<file path="src/rtl/gol_matrix_scan.sv">
// gol_matrix_scan: double-buffers Game-of-Life generations and row-scans them
// onto an 8x8 LED matrix with a one-cycle blanking gap between rows. It also
// paces the generation core with step_req and reports the displayed population.
module gol_matrix_scan #(
    parameter int CLK_DIV        = 1000,
    parameter int FRAMES_PER_GEN = 30
) (
    input  logic        clk,
    input  logic        start_n,
    input  logic [63:0] grid_in,
    input  logic        grid_valid,
    output logic [7:0]  row_sel,
    output logic [7:0]  col_data,
    output logic        frame_done,
    output logic        step_req,
    output logic [6:0]  alive_count
);

    localparam int DIV_W = (CLK_DIV > 1) ? $clog2(CLK_DIV) : 1;
    localparam int FC_W  = (FRAMES_PER_GEN > 1) ? $clog2(FRAMES_PER_GEN) : 1;
    localparam logic [DIV_W-1:0] DIV_LAST    = DIV_W'(CLK_DIV - 1);
    localparam logic [DIV_W-1:0] DIV_PRELAST = DIV_W'((CLK_DIV > 1) ? CLK_DIV - 2 : 0);
    localparam logic [FC_W-1:0]  FC_LAST     = FC_W'(FRAMES_PER_GEN - 1);

    typedef enum logic [1:0] {
        IDLE  = 2'd0,
        BLANK = 2'd1,
        SCAN  = 2'd2
    } state_t;

    state_t           state;
    logic [63:0]      pending;
    logic [63:0]      shadow;
    logic             pend_flag;
    logic [2:0]       row;
    logic [DIV_W-1:0] div;
    logic [FC_W-1:0]  frame_cnt;

    logic             row_end;
    logic             frame_end;
    logic             next_is_frame_end;
    logic [7:0]       next_row_sel;
    logic [7:0]       next_col;
    logic [6:0]       pop;

    // Row/frame timing decodes; frame_done is registered, so the final cycle
    // of row 7 is predicted one cycle ahead (from BLANK when CLK_DIV is 1).
    always_comb begin
        row_end           = (state == SCAN) && (div == DIV_LAST);
        frame_end         = row_end && (row == 3'd7);
        next_is_frame_end = (row == 3'd7) &&
                            (((state == BLANK) && (CLK_DIV == 1)) ||
                             ((state == SCAN) && (CLK_DIV > 1) && (div == DIV_PRELAST)));
        next_row_sel      = 8'd1 << row;
        next_col          = shadow[{~row, 3'b000} +: 8];
    end

    // Population count of the displayed grid.
    always_comb begin
        pop = '0;
        for (int unsigned i = 0; i < 64; i++) begin
            pop = pop + {6'd0, shadow[i]};
        end
    end

    // Scan FSM, double buffering, frame pacing and registered outputs.
    always_ff @(posedge clk or negedge start_n) begin
        if (!start_n) begin
            state       <= IDLE;
            pending     <= '0;
            shadow      <= '0;
            pend_flag   <= 1'b0;
            row         <= '0;
            div         <= '0;
            frame_cnt   <= '0;
            row_sel     <= '0;
            col_data    <= '0;
            frame_done  <= 1'b0;
            step_req    <= 1'b0;
            alive_count <= '0;
        end else begin
            frame_done  <= next_is_frame_end;
            step_req    <= next_is_frame_end && (frame_cnt == FC_LAST);
            alive_count <= pop;

            case (state)
                IDLE: begin
                    row_sel  <= '0;
                    col_data <= '0;
                    if (grid_valid) begin
                        shadow <= grid_in;
                        row    <= '0;
                        div    <= '0;
                        state  <= BLANK;
                    end
                end
                BLANK: begin
                    row_sel  <= next_row_sel;
                    col_data <= next_col;
                    div      <= '0;
                    state    <= SCAN;
                end
                SCAN: begin
                    if (row_end) begin
                        row_sel  <= '0;
                        col_data <= '0;
                        row      <= row + 3'd1;
                        state    <= BLANK;
                    end else begin
                        div <= div + 1'b1;
                    end
                end
                default: state <= IDLE;
            endcase

            // New generations wait in pending until the frame boundary, where
            // a coincident grid_valid takes priority over the stale pending copy.
            if (frame_end) begin
                if (grid_valid) begin
                    shadow <= grid_in;
                end else if (pend_flag) begin
                    shadow <= pending;
                end
                pend_flag <= 1'b0;
                frame_cnt <= (frame_cnt == FC_LAST) ? '0 : frame_cnt + 1'b1;
            end else if ((state != IDLE) && grid_valid) begin
                pending   <= grid_in;
                pend_flag <= 1'b1;
            end
        end
    end

endmodule

</file>
<file path="config.mk">
export PLATFORM = sky130hd
export DESIGN_NAME = gol_matrix_scan
export DESIGN_NICKNAME = d
export VERILOG_FILES = /design/src/rtl/gol_matrix_scan.sv
export SDC_FILE = /design/constraint.sdc
export NUM_CORES = 1
export LEC_CHECK = 0
export BUFFER_PORTS_ARGS = -buffer_cell sky130_fd_sc_hd__buf_2
export CAP_MARGIN = 40
export CORE_ASPECT_RATIO = 2
export CORE_UTILIZATION = 48
export CTS_CLUSTER_DIAMETER = 30
export DETAILED_ROUTE_END_ITERATION = 7
export PLACE_DENSITY = 0.67
export SLEW_MARGIN = 15
export SYNTH_ARGS = -nofsm -noshare
export SYNTH_HDL_FRONTEND = slang
export SYNTH_SLANG_ARGS = --single-unit
</file>
<file path="constraint.sdc">
create_clock -name clk -period 7.25 [get_ports clk]
set_input_delay 1.45 -clock clk [delete_from_list [all_inputs] [get_ports clk]]
set_output_delay 1.45 -clock clk [all_outputs]
set_load 0.01 [all_outputs]
</file>
======== After elaboration in Yosys (flattened, before gate mapping) ========
Index checks and enable logic that the tools add are counted.
word-level totals
  register bits ........................... 174
operators by class
  $add $sub $neg .......................... 66
  equal/unequal tests ..................... 9
  shift-type cells ........................ 2
  mux-type cells .......................... 20
  bitwise logic cells ..................... 2
  reductions and logical operators ........ 16
operators with widths
  cell                                              number
  adder 7 x 1 -> 7 bit                              57
  2-to-1 mux 64 bit                                 5
  variable part select 64 x 7 -> 8 bit              1
  case mux 8 bit (3 select lines)                   2
  case mux 10 bit (3 select lines)                  1
  == test 10 bit (second input constant)            2
  2-to-1 mux 10 bit                                 2
  adder 10 x 1 -> 10 bit (second input constant)    1
  2-to-1 mux 8 bit                                  1
  << shifter 1 x 3 -> 8 bit (first input constant)  1
  adder 6 x 1 -> 7 bit                              1
  adder 5 x 1 -> 6 bit                              1
  logical AND 1 bit                                 6
  2-to-1 mux 3 bit                                  2
  != test 2 bit (second input constant)             3
  case mux 2 bit (3 select lines)                   1
  case mux 3 bit (2 select lines)                   1
  AND reduction 2 bit                               3
  AND reduction 3 bit                               2
  nonzero test 2 bit                                3
  adder 4 x 1 -> 5 bit                              1
  adder 5 x 1 -> 5 bit (second input constant)      1
  == test 5 bit (second input constant)             1
  2-to-1 mux 5 bit                                  1
  13 further kinds                                  15

======== Depth between registers and ports, before layout ========
  word-level depth ........................ 63
  mapped depth ............................ 19
  mapped depth without buffers ............ 19

======== Worst setup path after synthesis ========
Ideal clock, no wire load.
  kind .................................... flip-flop to flip-flop
  start point ............................. register shadow[53]
  end point ............................... register alive_count[6]
  library setup time ...................... 0.131 ns
  data arrival time ....................... 5.436 ns
  setup slack ............................. 1.683 ns
  stages on the path, launching flop included .. 20
  buffers on the path ..................... 0
  period minus slack after synthesis ...... 5.567 ns
  cell sequence ........................... dfrtp_1 > inv_1 > fa_1 > inv_1 > fa_1 > inv_1 > fa_1 > inv_1 > fa_1 > fa_1 > fa_1 > inv_1 > fa_1 > fa_1 > inv_1 > ha_1 > fa_1 > a21o_1 > a21oi_1 > o21ai_0
between the ends
  cells in the longest elaborated chain, start to end .. 11
ends and longest elaborated chain
  what                                line  source
  start, declared                     33    logic [63:0] shadow;
  start signal, assigned              91    shadow <= grid_in;
  start signal, assigned              120   shadow <= grid_in;
  start signal, assigned              122   shadow <= pending;
  adder 7 x 1 -> 7 bit (11 in a row)  62    pop = pop + {6'd0, shadow[i]};
  net pop[6]                          44    logic [6:0] pop;
  end signal, assigned                84    alive_count <= pop;
  end, declared                       16    output logic [6:0] alive_count
The timed path passes the listed nets, and every way through them passes these cells.
A chain may end at the register's enable or synchronous reset.

======== Final worst setup path ========
  start point ............................. register shadow[47]
  end point ............................... register alive_count[6]
between the ends
  cells in the longest elaborated chain, start to end .. 17
ends and longest elaborated chain
  what                                line
  adder 7 x 1 -> 7 bit (17 in a row)  62
  net pop[6]                          44
The timed path passes the listed nets, and every way through them passes these cells.

==> impl_metrics.json <==
{
  "coreArea_mm2": 0.0189,
  "dpl-instance-area_mm2": 0.00996,
  "cp-end-kind": "flop",
  "setup_tns_ns": 0,
  "ff2ff_path_depth": 19,
  "post_cts_buffers": 0,
  "ant_nets": 0,
  "grt_pass1_wl_um": 36900,
  "slew_viol_final": 0,
  "grt_pass1_vias": 6823,
  "critPathMaxStageDelay_ns": 0.55,
  "wl_per_cell_um": 21.6,
  "htreeDepth": 4,
  "regToRegSetupSlack_ns": 1.29,
  "drv_cap": 0,
  "routed_wl_um": 23200,
  "cts_tree": "built",
  "portBuffers": 91,
  "syn2layout_area_growth_pct": 13.5,
  "rows": 71,
  "fin_area_mm2": 0.0106,
  "grt-ovfl-total": 0,
  "syn_area_mm2": 0.00937,
  "synth_commonest_cells": "174 x dfrtp_1, 82 x inv_1, 64 x mux2_2, 62 x a221o_1, 56 x and3_1",
  "cp_max_fo": 3,
  "ys_seq_area_share_pct": 46.5,
  "fin_skew_ns": 0.0140,
  "crit_arrival_ns": 6.26,
  "critPathBufInv": 6,
  "synth_ff_type": "dfrtp_1",
  "synth.avg_cell_area_um2": 12.8,
  "antennaDiodeCount": 0,
  "synth_edf_count": 0,
  "track_usage_pct": 24.9,
  "clock_sinks": 174,
  "hold_start": "col_data[5]$_DFFE_PN0P_",
  "firstDrtPassIters": 5,
  "cp_common_cell": "fa_1",
  "status": "complete, no violations",
  "gp_congestion": 0.919,
  "ys_warn_count": 0,
  "crit_slowest_cell": "fa_1",
  "hold_class": "flop to flop",
  "critical_path_required_ns": 7.55,
  "holdBufCountCts": 0,
  "drtIter0Drc": 407,
  "r2r-end": "alive_count[6]$_DFF_PN0_",
  "dpl.hpwl_um": 16800,
  "final_nets": 953,
  "syn-instance-count": 731,
  "asyncSetResetFlopFracSynth_pct": 100,
  "setup_viol": 0,
  "cts_inserted_buffers": 17,
  "post_cts_resized": 0,
  "die-area_mm2": 0.0201,
  "viasPerCell": 5.90,
  "io_pins": 92,
  "layout-drive-gt1-share_pct": 27.6,
  "antenna_found_initial": 0,
  "max-slew-margin-rel_pct": 41.3,
  "ys_ff_latch": 174,
  "critPathTopFamily": "adder cells",
  "hold_violations": 0,
  "path_class": "flop to flop",
  "hold_end": "col_data[5]$_DFFE_PN0P_",
  "max_freq_mhz": 168,
  "finalCritPeriodShare_pct": 82.2,
  "synth.distinct_cells": 50,
  "synth.top_cell.area_share_pct": 46.5,
  "via_count": 6338,
  "start_util_pct": 49.5,
  "clkSlewWorstSetupHoldPaths_ns": 0.08,
  "fp.dieW_um": 101,
  "whs_path_depth": 2,
  "synth_top_cells_by_area": "dfrtp_1 46%, fa_1 12%, mux2_2 7.7%, a221o_1 6.6%, mux4_2 3.8%",
  "post-route-drc-count": 0,
  "tightest_slew_ns": 0.877,
  "crit-reg2reg-launch": "shadow[47]$_DFF_PN0_",
  "synth_top_cell_by_area": "dfrtp_1",
  "synth.most_common_cell": "dfrtp_1",
  "cts_buffer_depth": 2,
  "clk_latency_ns": 0.44,
  "cp-start-kind": "flop",
  "syn_nets": 877,
  "rsz0062_at_grt": "false",
  "die_y_um": 200,
  "grt_max_degree": 68,
  "crit_chain": "inv_1 -> fa_1 -> inv_1 -> fa_1 -> inv_1 -> fa_1 -> inv_1 -> fa_1 -> fa_1 -> fa_1 -> inv_1 -> fa_1 -> fa_1 -> inv_1 -> ha_1 -> fa_1 -> a21o_1 -> a21oi_1 -> o21ai_0",
  "cts_root_buf": "clkbuf_16",
  "fin_crit_ns": 5.96
}
==> worst max path at each step <==
stage,start,endpoint,slack [ns],cells after the start
after floorplan,shadow[53]$_DFF_PN0_,alive_count[6]$_DFF_PN0_,1.68,19
final,shadow[47]$_DFF_PN0_,alive_count[6]$_DFF_PN0_,1.29,19
after global placement,shadow[47]$_DFF_PN0_,alive_count[6]$_DFF_PN0_,1.48,19
after detailed placement,shadow[47]$_DFF_PN0_,alive_count[4]$_DFF_PN0_,1.33,19
after CTS,shadow[47]$_DFF_PN0_,alive_count[4]$_DFF_PN0_,1.28,19
after global routing,shadow[47]$_DFF_PN0_,alive_count[6]$_DFF_PN0_,1.10,19
==> registers in the layout, summed over array words and instances (netlist names), 2 cells and up <==
name,count
alive_count,7
col_data,8
div,10
frame_cnt,5
pending,64
row,3
row_sel,8
shadow,64
state,2
==> worst register-to-register path, cell delays in order (launching register included) <==
cell,delay [ns]
dfrtp_1,0.37
inv_1,0.08
fa_1,0.55
inv_1,0.06
fa_1,0.48
inv_1,0.05
fa_1,0.47
inv_1,0.06
fa_1,0.53
fa_1,0.45
fa_1,0.53
inv_1,0.06
fa_1,0.45
fa_1,0.50
inv_1,0.04
ha_1,0.19
fa_1,0.41
a21o_1,0.17
a21oi_1,0.23
o21ai_0,0.15
==> through the flow <==
step	setup WS [ns]	instances	util, %	hold WS (ns)
after global placement	1.48	1037	52.3	0.460
after global routing	1.10	1075	56.2	0.491
final	1.29	1075	56.2	0.478
after floorplan	1.68	731	-	0.444
after CTS	1.28	1072	55.9	0.481
after detailed placement	1.33	1040	52.6	0.465
==> layer usage <==
layer	GRT usage [%]	wire length, um	vias to the layer above
met5	0	0	-
met4	12.9	1080	0
met3	3.99	711	62
met2	45.3	13100	171
met1	27.6	8250	3335
li1	-	-	2770
==> cells by family after synthesis <==
family	after synthesis	synth area share, %
buffers and inverters	128	6.39
XOR/XNOR	9	0.842
AO/OA/AOI/OAI	117	11.0
flip-flops	174	46.5
adder cells (fa/ha/maj)	79	14.9
AND/OR/NAND/NOR	140	8.48
multiplexers	84	12.0
==> cell usage in the layout (no fill, tap or decap), types with 3 or more instances in the layout <==
cell type / count
a22oi_1: 8
fa_1: 54
and3_1: 56
buf_2: 90
nand3_1: 4
nand2b_1: 3
nor4_1: 3
clkbuf_16: 17
mux2i_1: 4
inv_6: 6
a21oi_1: 7
and3_2: 6
o211ai_1: 4
nor3_1: 4
nor2b_1: 3
xnor2_1: 7
o22ai_1: 3
a221o_1: 62
nand4_1: 3
or3_1: 4
dfrtp_1: 174
bufinv_16: 3
nor2_1: 11
inv_1: 82
ha_1: 25
mux4_2: 16
o21ai_0: 8
o31ai_1: 5
a22o_1: 10
nand2_1: 32
buf_16: 3
mux2_2: 64
buf_4: 7
==> final cells by class <==
cell class / instances / area (um^2)
fillers: 1614 / 8290
multi-input cells: 429 / 4420
flip-flops and latches: 174 / 4350
repair buffers: 103 / 627
clock buffers: 19 / 433
well taps: 255 / 319
inverters: 82 / 308
clock inverters: 13 / 175
Power is not shown: default switching activity piles up to over one toggle a cycle in this logic, so the estimate is an artifact.
